===== src/rtl/nested_loop_ctrl_pkg.sv =====
// nested_loop_ctrl_pkg: shared state encoding and default widths for the nested-loop sequencer
package nested_loop_ctrl_pkg;
  localparam int MAX_LOOPS_DEF = 8;
  localparam int LOOP_ID_W_DEF = 3;
  localparam int LOOP_ITER_W_DEF = 16;
  typedef enum logic [1:0] {S_IDLE, S_INIT, S_RUN, S_DONE} state_t;
endpackage


===== src/rtl/loop_counter_stage.sv =====
// loop_counter_stage: one loop level (trip register + counter); clear/inc/wrap/active in, at_max/count out
module loop_counter_stage #(
  parameter int W = 16
) (
  input  logic         clk,
  input  logic         rst,
  input  logic         cfg_v,
  input  logic [W-1:0] cfg_iter,
  input  logic         clear,
  input  logic         inc,
  input  logic         wrap,
  input  logic         active,
  output logic         at_max,
  output logic [W-1:0] count
);
  logic [W-1:0] trip;
  always_ff @(posedge clk)
    if (rst) begin
      trip <= '0;
      count <= '0;
    end else begin
      if (cfg_v) trip <= cfg_iter;
      count <= (clear || wrap || !active) ? '0 : inc ? count + 1'b1 : count;
    end
  assign at_max = !active || count == trip;
endmodule


===== src/rtl/nested_loop_ctrl.sv =====
// nested_loop_ctrl: nested-loop step sequencer; cfg_* program trips/loops, start/stop/stall control, registered step strobes, status and packed counters out
module nested_loop_ctrl
  import nested_loop_ctrl_pkg::*;
#(
  parameter int MAX_LOOPS = MAX_LOOPS_DEF,
  parameter int LOOP_ID_W = LOOP_ID_W_DEF,
  parameter int LOOP_ITER_W = LOOP_ITER_W_DEF
) (
  input  logic                             clk,
  input  logic                             reset,
  input  logic                             cfg_loop_iter_v,
  input  logic [LOOP_ITER_W-1:0]           cfg_loop_iter,
  input  logic [LOOP_ID_W-1:0]             cfg_loop_iter_loop_id,
  input  logic [LOOP_ID_W:0]               cfg_num_loops,
  input  logic                             cfg_repeat,
  input  logic                             start,
  input  logic                             stop,
  input  logic                             stall,
  output logic                             busy,
  output logic                             done,
  output logic [LOOP_ID_W-1:0]             loop_index,
  output logic                             loop_index_valid,
  output logic                             loop_last_iter,
  output logic                             loop_init,
  output logic                             loop_enter,
  output logic                             loop_exit,
  output logic [MAX_LOOPS*LOOP_ITER_W-1:0] loop_counters
);
  state_t state, state_d;
  logic [LOOP_ID_W:0] nl_q, nl_d;
  logic [MAX_LOOPS-1:0] at_max;
  logic [LOOP_ID_W-1:0] k;
  logic rep_q, stop_q, fresh, step, fin, clear, busy_d, init_d, done_d;
  assign nl_d = cfg_num_loops == '0 ? (LOOP_ID_W+1)'(1)
              : cfg_num_loops > (LOOP_ID_W+1)'(MAX_LOOPS) ? (LOOP_ID_W+1)'(MAX_LOOPS) : cfg_num_loops;
  assign fin = &at_max;
  assign clear = state_d == S_INIT;
  always_comb begin
    k = '0;
    for (int i = MAX_LOOPS - 1; i >= 0; i--) if (!at_max[i]) k = LOOP_ID_W'(i);
  end
  always_comb begin
    state_d = state;
    step = 1'b0;
    busy_d = busy;
    init_d = 1'b0;
    done_d = 1'b0;
    case (state)
      S_IDLE: if (start) begin
        state_d = S_INIT;
        init_d = 1'b1;
        busy_d = 1'b1;
      end
      S_INIT: begin
        state_d = S_RUN;
        step = !stall;
      end
      S_RUN: if (loop_last_iter) begin
        init_d = rep_q && !stop_q && !stop;
        done_d = !init_d;
        busy_d = init_d;
        state_d = init_d ? S_INIT : S_DONE;
      end else step = !stall;
      default: state_d = S_IDLE;
    endcase
  end
  always_ff @(posedge clk)
    if (reset) begin
      state <= S_IDLE;
      nl_q <= '0;
      rep_q <= 1'b0;
      stop_q <= 1'b0;
      fresh <= 1'b0;
      busy <= 1'b0;
      done <= 1'b0;
      loop_init <= 1'b0;
      loop_index_valid <= 1'b0;
      loop_last_iter <= 1'b0;
      loop_exit <= 1'b0;
      loop_enter <= 1'b0;
      loop_index <= '0;
    end else begin
      state <= state_d;
      if (state == S_IDLE && start) begin
        nl_q <= nl_d;
        rep_q <= cfg_repeat;
      end
      stop_q <= state != S_IDLE && (stop_q || (stop && state != S_DONE));
      fresh <= clear || (fresh && !step);
      busy <= busy_d;
      done <= done_d;
      loop_init <= init_d;
      loop_index_valid <= step;
      loop_last_iter <= step && fin;
      loop_exit <= step && fin;
      loop_enter <= step && fresh;
      loop_index <= !step ? '0 : fin ? LOOP_ID_W'(nl_q - 1'b1) : k;
    end
  for (genvar g = 0; g < MAX_LOOPS; g++) begin : g_stage
    loop_counter_stage #(.W(LOOP_ITER_W)) u_stage (
      .clk(clk),
      .rst(reset),
      .cfg_v(cfg_loop_iter_v && state == S_IDLE && cfg_loop_iter_loop_id == LOOP_ID_W'(g)),
      .cfg_iter(cfg_loop_iter),
      .clear(clear),
      .inc(step && !fin && k == LOOP_ID_W'(g)),
      .wrap(step && !fin && LOOP_ID_W'(g) < k),
      .active((LOOP_ID_W+1)'(g) < nl_q),
      .at_max(at_max[g]),
      .count(loop_counters[g*LOOP_ITER_W +: LOOP_ITER_W])
    );
  end
endmodule


===== config.mk =====
export PLATFORM = sky130hd
export DESIGN_NAME = nested_loop_ctrl
export DESIGN_NICKNAME = d
export VERILOG_FILES = /design/src/rtl/nested_loop_ctrl_pkg.sv /design/src/rtl/loop_counter_stage.sv /design/src/rtl/nested_loop_ctrl.sv
export SDC_FILE = /design/constraint.sdc
export NUM_CORES = 1
export LEC_CHECK = 0
export CAP_MARGIN = 0
export CORE_ASPECT_RATIO = 1.75
export CORE_UTILIZATION = 30
export CTS_CLUSTER_SIZE = 14
export DETAILED_ROUTE_END_ITERATION = 8
export GPL_TIMING_DRIVEN = 1
export SLEW_MARGIN = 20
export SYNTH_ARGS = -nofsm -noshare
export SYNTH_HDL_FRONTEND = slang
export SYNTH_SLANG_ARGS = --single-unit
export TNS_END_PERCENT = 30

===== constraint.sdc =====
create_clock -name clk -period 3.6 [get_ports clk]
set_input_delay 0.72 -clock clk [delete_from_list [all_inputs] [get_ports clk]]
set_output_delay 0.72 -clock clk [all_outputs]
set_load 0.005 [all_outputs]

==> results of run 1 <==
==> synthesized netlist by cell type (all sizes together), types with 2 or more instances <==
cell     instances
a211o            2
a211oi           2
a21oi          172
a221o            2
a31o             2
and2             5
and3            26
and4             3
buf             20
clkbuf          69
dfxtp          274
ha              15
inv             29
mux2i            8
nand2          327
nand2b           5
nand3           51
nand4           55
nor2           134
nor2b            3
nor3            26
nor3b            6
nor4            37
nor4b            4
o2111ai          2
o211ai           7
o21ai           22
o22a             2
o22ai            2
o31ai            7
or2              4
or3             23
or4             13
xnor2          110
xor2           105
==> kinds of logic after synthesis <==
| logic type | count (synthesis) |
|---|---|
| simple gates | 724 |
| flops | 274 |
| compound gates | 236 |
| xor+xnor | 215 |
| buf+inv | 118 |
| fa+ha+maj | 15 |
| mux | 8 |
==> report_power, final <==
group	internal (uW)	total, uW	switching, uW
logic	192	567	375
clock network	1720	2960	1240
registers	3080	3110	31.1
total	4990	6640	1650
==> per-stage QoR <==
stage | util (%) | area [um2]
3_5_place_dp | 36.5 | 15300
6_report | 38.7 | 16200
3_3_place_gp | 36.5 | 15300
5_1_grt | 38.7 | 16200
4_1_cts | 38.7 | 16200
2_1_floorplan | - | 12800
==> placed cells by master, fill, tap and decap left out, types with 27 or more instances in the layout <==
| master | netlist | layout |
|---|---|---|
| clkbuf_16 | 0 | 27 |
| xor2_1 | 105 | 105 |
| xnor2_1 | 110 | 110 |
| a21oi_1 | 172 | 172 |
| buf_4 | 11 | 71 |
| nor4_1 | 37 | 36 |
| dfxtp_1 | 274 | 274 |
| clkdlybuf4s50_1 | 0 | 166 |
| nand2_1 | 327 | 327 |
| nor2_1 | 134 | 134 |
| inv_1 | 29 | 29 |
| nand3_1 | 51 | 51 |
| nand4_1 | 55 | 55 |
==> worst max-delay path, delay by kind of cell, from the launching register on <==
family / cells / cell delay (ns)
and+or+nand+nor: 4 / 1.70
AOI/OAI and AO/OA: 3 / 1.01
DFF: 1 / 0.35
xor gates and xnor gates: 1 / 0.22
==> state kept, by name, indices dropped and copies added, names as in the netlist, 2 cells and up <==
| signal | cells |
|---|---|
| g_stage.u_stage.count | 128 |
| g_stage.u_stage.trip | 128 |
| state | 2 |
| loop_index | 3 |
| nl_q | 4 |
==> area by class of cell <==
class,instances,area [um2]
Clock buffer,32,724
Inverter,29,109
Clock inverter,15,186
Sequential cell,274,5490
Tap cell,555,694
Timing Repair Buffer,237,2190
Multi-Input combinational cell,1198,6810
Fill cell,4359,25700
==> path summary, 6_finish.rpt <==
check / start / end / slack (ns)
setup / recovery: g_stage[0].u_stage.count[1]$_SDFFE_PP0P_ / g_stage[6].u_stage.count[15]$_SDFFE_PP0P_ / 0.25
hold reg to reg: fresh$_SDFF_PP0_ / fresh$_SDFF_PP0_ / 0.46
setup reg to reg: g_stage[0].u_stage.count[1]$_SDFFE_PP0P_ / g_stage[6].u_stage.count[15]$_SDFFE_PP0P_ / 0.25
hold / removal: reset / rep_q$_SDFFE_PP0P_ / 0.41
==> metal layers <==
metal / up-vias / part of all wire (%)
li1: 5744 / -
met1: 5526 / 37
met2: 321 / 54
met3: 99 / 4.4
met4: 4 / 4.3
met5: - / 0.058
==> results.json, run 1 <==
{
  "place_congestion": 0.917,
  "half_perimeter_wire_length_after_detailed_placement_um": 30500,
  "pwr_density_cell_mw_per_mm2": 410,
  "p_leak_uw": 0.00566,
  "synth.distinct_cells": 57,
  "critPathSlowestCell": "or4_4",
  "worst_hold_slack_ns": 0.408,
  "h-tree-depth": 1,
  "post-cts-setup-buffer-count": 0,
  "antennaDiodeCount": 0,
  "instances_no_fill": 2340,
  "clkSlewWorstSetupHoldPaths_ns": 0.06,
  "finalCriticalPeriod_ns": 3.35,
  "crit_path_max_incr_delay_ns": 0.58,
  "vias_per_cell": 5.00,
  "main_combinational_cell_family_by_area_after_synthesis": "simple AND/OR/NAND/NOR gates",
  "synth_seq_area_share_pct": 42.9,
  "ff2ff_path_depth": 8,
  "cts.path.max_buffers": 3,
  "cts_sinks": 274,
  "yosys.area_share.simple_pct": 26.1,
  "total_core_area_mm2": 0.0419,
  "fraction_of_synthesized_cell_area_in_xor_and_xnor_cells_pct": 14.7,
  "critical_path_arrival_ns": 3.84,
  "grt_util_met3_pct": 2.36,
  "synth_area_leader": "dfxtp_1",
  "hold-path-cell-count": 2,
  "dr_total_vias": 11700,
  "cts_inserted_buffers": 27,
  "worst-setup-path-type": "reg -> reg",
  "die_height_um": 275,
  "post_route_drc_violation_count": 0,
  "timing.final.max_slew_violations": 0,
  "fin_total_pwr_uw": 6640,
  "vdd_drop_max_v": 0.000263,
  "post_synth_instance_area_mm2": 0.0128,
  "setup_viol_count_final": 0,
  "port-buffer-count": 167,
  "rsz_0062_raised_after_global_routing": "false",
  "worst_clock_skew_ns": 0.0143,
  "synthTopCellsByArea": "dfxtp_1, nand2_1, xnor2_1",
  "pre_cts_ws_ns": 0.206,
  "synthesis.area_per_instance_um2": 8.04,
  "sort_of_element_at_the_start_of_the_critical_path": "flip-flop",
  "yosys-mux-area-fraction_pct": 0.626,
  "fp.dieW_um": 158,
  "fmax_mhz": 299,
  "timing.final.crit_share_pct": 93.0,
  "drive_gt1_share_pct": 7.23,
  "area_delta_synth_final_pct": 26.8,
  "grt.overflow.total": 0,
  "postRouteAntennaNets": 0,
  "io_pins": 168,
  "grt_max_degree": 73,
  "initial_utilization_pct": 30.5,
  "critical_path.cell_chain": "xnor2_1 > nand4_1 > or4_4 > a221o_1 > a2111o_1 > or3_1 > or4_1 > a21oi_1",
  "drt_pass1_iterations": 5,
  "synth_async_sr_flop_share_pct": 0,
  "grtUsageTotal_pct": 18.7,
  "setup_slack_ns": 0.250,
  "max_slew_margin_pct": 35.9,
  "syn_inst": 1590,
  "global_route_wire_length_before_repair_um": 62600,
  "critical_path.max_fanout": 5,
  "worst_slew_pin_slew_ns": 0.957,
  "outcome": "finished, final reports clean",
  "cap_viol_max_count": 0,
  "synthAdderAreaFrac_pct": 1.47,
  "clk-insertion-delay-late_ns": 0.56,
  "cts-resized-gates": 0,
  "yosys.area.top_type_share_pct": 42.9,
  "finalSetupTns_ns": 0,
  "die_area_mm2": 0.0435,
  "cts.hold.buffers_added": 0,
  "via_count_of_the_first_global_routing_pass": 11300,
  "synth_compound_gate_area_share_pct": 10.3,
  "ys.warnings.count": 0,
  "layout.nets": 1812,
  "grt.met2_usage_pct": 35.8,
  "globalRoute.busiestLayer": "met2",
  "met1_usage_pct": 19.7,
  "worst-endpoint-required_ns": 4.09,
  "setup.worst_path.end_class": "flip-flop",
  "clk_root_buffer_cell": "clkbuf_16",
  "grt_antenna_before_repair": 2,
  "dominantRegCellSynth": "dfxtp_1",
  "synth_seq_cells": 274,
  "mappedNetlistNets": 1635,
  "timing.final.hold_violations": 0,
  "routed_wirelength_um": 41100,
  "number_of_enable_flip_flop_cells_after_synthesis": 0,
  "tritoncts": "built",
  "rows": 99,
  "dpl.cell_count": 2293,
  "routedWlPerCell_um": 17.6,
  "drt-initial-drc-count": 732,
  "min-delay-path-class": "in -> reg"
}
Note: power is estimated with default switching activity, not from simulation.
==> inputs of run 2 (changes only) <==
--- a/config.mk
+++ b/config.mk
@@ -5,6 +5,7 @@
 export SDC_FILE = /design/constraint.sdc
 export NUM_CORES = 1
 export LEC_CHECK = 0
+export ABC_AREA = 1
 export CAP_MARGIN = 0
 export CORE_ASPECT_RATIO = 1.75
 export CORE_UTILIZATION = 30
==> run 2 against run 1 <==
  * Area after synthesis up 13%
  * First-iteration DRC count up 28%
  * Cell count up 27%
  * Combinational power up 56%
  * Register-to-register slack better by 0.34 ns
  * Clock power up 4%
  * Design area up 8.8%
  * Power up 7.2%
  * Die area up 13%
  * Fmax up 11%
  * Sequential power about the same
  * Global-route usage up 0.97 points
  * Critical path type unchanged
  * Largest power group unchanged
==> results.json, run 2 <==
{
  "outcome": "finished, final reports clean",
  "worst_slew_pin_slew_ns": 0.906,
  "drive_gt1_share_pct": 5.54,
  "cap_viol_max_count": 0,
  "fraction_of_synthesized_cell_area_in_xor_and_xnor_cells_pct": 5.65,
  "worst-endpoint-required_ns": 4.08,
  "grt_antenna_before_repair": 3,
  "routed_wirelength_um": 48800,
  "main_combinational_cell_family_by_area_after_synthesis": "simple AND/OR/NAND/NOR gates",
  "half_perimeter_wire_length_after_detailed_placement_um": 36600,
  "synth_seq_area_share_pct": 38.0,
  "place_congestion": 0.924,
  "critical_path_buf_inv_count": 3,
  "pre_cts_ws_ns": 0.264,
  "pwr_density_cell_mw_per_mm2": 403,
  "timing.critical_path.max_delay_family": "simple AND/OR/NAND/NOR gates",
  "leading_cell_type_in_the_layout_fill_and_taps_excluded": "nand2_1",
  "synth.most_common_cell": "nand2_1",
  "hold-path-cell-count": 2,
  "timing.final.crit_share_pct": 83.7,
  "drt_pass1_iterations": 6,
  "syn_inst": 2212,
  "yosys-mux-area-fraction_pct": 0,
  "synth.distinct_cells": 37,
  "worst_path_most_repeated_cell": "nand2_1",
  "mappedNetlistNets": 2257,
  "worst_reg2reg_path_endpoint": "g_stage[5].u_stage.count[0]$_SDFFE_PP0P_",
  "io_pins": 168,
  "synth_seq_cells": 274,
  "synthAdderAreaFrac_pct": 1.30,
  "cts-resized-gates": 0,
  "min-delay-path-class": "reg -> reg",
  "finalSetupTns_ns": 0,
  "postRouteAntennaNets": 0,
  "dominantRegCellSynth": "dfxtp_1",
  "worst_clock_skew_ns": 0.0185,
  "grt_max_degree": 86,
  "fmax_mhz": 332,
  "cts.path.max_buffers": 3,
  "synthesis.area_per_instance_um2": 6.52,
  "cts_inserted_buffers": 28,
  "grt.overflow.total": 0,
  "synth_async_sr_flop_share_pct": 0,
  "clk-insertion-delay-late_ns": 0.56,
  "layout_top_registers": "g_stage.u_stage.count: 128 flops, g_stage.u_stage.trip: 128 flops, nl_q: 4 flops",
  "timing.final.hold_violations": 0,
  "sort_of_element_at_the_start_of_the_critical_path": "flip-flop",
  "vdd_drop_max_v": 0.000325,
  "rsz_0062_raised_after_global_routing": "false",
  "p_leak_uw": 0.00703,
  "yosys.area_share.simple_pct": 33.3,
  "setup.worst_path.end_class": "flip-flop",
  "critPathSlowestCell": "inv_1",
  "cts.hold.buffers_added": 0,
  "timing.final.max_slew_violations": 0,
  "clk_root_buffer_cell": "clkbuf_16",
  "hold_critical_path_endpoint": "fresh$_SDFF_PP0_",
  "area_delta_synth_final_pct": 22.3,
  "yosys.area.top_type_share_pct": 38.0,
  "ys.warnings.count": 0,
  "critical_path_arrival_ns": 3.49,
  "synthTopCellsByArea": "dfxtp_1, nand2_1, nor2_1",
  "fp.dieW_um": 168,
  "fin_total_pwr_uw": 7120,
  "rows": 106,
  "port-buffer-count": 167,
  "layout.cells.most_common_list": "nand2_1, nor2_1, dfxtp_1, inv_1, clkdlybuf4s50_1",
  "synth_compound_gate_area_share_pct": 12.1,
  "post_route_drc_violation_count": 0,
  "layout.nets": 2406,
  "synth.cells.most_frequent": "nand2_1, nor2_1, dfxtp_1",
  "setup_slack_ns": 0.587,
  "tritoncts": "built",
  "min-delay-start": "fresh$_SDFF_PP0_",
  "routedWlPerCell_um": 16.4,
  "finalCriticalPeriod_ns": 3.01,
  "vias_per_cell": 4.87,
  "crit_path_max_incr_delay_ns": 0.41,
  "worst-setup-path-type": "reg -> reg",
  "critical_path.max_fanout": 13,
  "number_of_enable_flip_flop_cells_after_synthesis": 0,
  "post_synth_instance_area_mm2": 0.0144,
  "critical_path.cell_chain": "inv_1 > nand2_1 > nand2_1 > nor2_1 > nand2_1 > nor2_1 > nand2_1 > nand2_1 > nand2_1 > inv_1 > nand2_1 > nand2_2 > nor2_4 > nand2_2 > nand3_1 > inv_1 > o21ai_0 > a21oi_1",
  "ff2ff_path_depth": 18,
  "setup_viol_count_final": 0,
  "die_height_um": 292,
  "initial_utilization_pct": 30.3,
  "grtUsageTotal_pct": 19.6,
  "synth_area_leader": "dfxtp_1",
  "die_area_mm2": 0.0490,
  "h-tree-depth": 1,
  "post-cts-setup-buffer-count": 0,
  "global_route_wire_length_before_repair_um": 75200,
  "max_slew_margin_pct": 39.4,
  "cts_sinks": 274,
  "clkSlewWorstSetupHoldPaths_ns": 0.06,
  "total_core_area_mm2": 0.0476,
  "regToRegStartpoint": "g_stage[5].u_stage.count[1]$_SDFFE_PP0P_",
  "drt-initial-drc-count": 937,
  "via_count_of_the_first_global_routing_pass": 13900,
  "dr_total_vias": 14500,
  "reg2reg_setup_slack_ns": 0.59
}
[run 2: how the worst max path moves through the flow]
stage / startpoint / depth (start not counted) / slack, ns / end
floorplan: stop / 13 / 1.36 / g_stage[7].u_stage.count[6]$_SDFFE_PP0P_
CTS: g_stage[0].u_stage.count[2]$_SDFFE_PP0P_ / 18 / 0.56 / g_stage[1].u_stage.count[15]$_SDFFE_PP0P_
global placement: stop / 13 / 0.32 / g_stage[2].u_stage.count[0]$_SDFFE_PP0P_
global route: g_stage[7].u_stage.count[13]$_SDFFE_PP0P_ / 18 / 0.34 / g_stage[5].u_stage.count[0]$_SDFFE_PP0P_
detailed placement: stop / 13 / 0.26 / g_stage[2].u_stage.count[13]$_SDFFE_PP0P_
finish: g_stage[5].u_stage.count[1]$_SDFFE_PP0P_ / 18 / 0.59 / g_stage[5].u_stage.count[0]$_SDFFE_PP0P_
[run 2: cells by family (layout without fill, tap and decap cells)]
group,after synthesis,count (layout)
AO/OA/AOI/OAI,336,336
other,0,1
AND/OR/NAND/NOR,1141,1141
adder cells (fa/ha/maj),15,15
XOR/XNOR,93,93
flip-flops,274,274
buffers and inverters,353,524
[run 2: layout make-up]
| class | instances | area [um2] |
|---|---|---|
| Multi-Input combinational cell | 1585 | 7550 |
| Tap cell | 594 | 743 |
| Antenna cell | 1 | 2.50 |
| Clock buffer | 39 | 823 |
| Fill cell | 4977 | 30000 |
| Clock inverter | 13 | 146 |
| Timing Repair Buffer | 181 | 1790 |
| Inverter | 291 | 1100 |
| Sequential cell | 274 | 5490 |
[run 2: layer usage]
layer / track usage, % / wire length (um) / share of wire, %
met1: 20.9 / 19000 / 39
met2: 36.8 / 25000 / 51
met3: 2.72 / 2200 / 4.5
met4: 10.6 / 2510 / 5.1
met5: 0 / 31 / 0.064
[run 2: worst reg2reg max path: stages (launching register included)]
cell,delay [ns]
dfxtp_1,0.40
inv_1,0.12
nand2_1,0.07
nand2_1,0.05
nor2_1,0.14
nand2_1,0.08
nor2_1,0.20
nand2_1,0.13
nand2_1,0.10
nand2_1,0.07
inv_1,0.07
nand2_1,0.17
nand2_2,0.18
nor2_4,0.06
nand2_2,0.13
nand3_1,0.25
inv_1,0.41
o21ai_0,0.17
a21oi_1,0.15
[run 2: where the power goes]
part | internal (uW) | switching (uW)
registers | 3100 | 43.6
clock network | 1810 | 1280
logic | 244 | 638
total | 5150 | 1960
[run 2: per-stage QoR]
stage | utilization [%] | cell area (um2) | instances | hold slack (ns)
finish | 37.0 | 17600 | 2978 | 0.466
global route | 37.0 | 17600 | 2977 | 0.488
global placement | 35.0 | 16700 | 2925 | 0.453
detailed placement | 35.0 | 16700 | 2925 | 0.457
CTS | 37.0 | 17600 | 2977 | 0.467
floorplan | - | 14400 | 2212 | 0.418
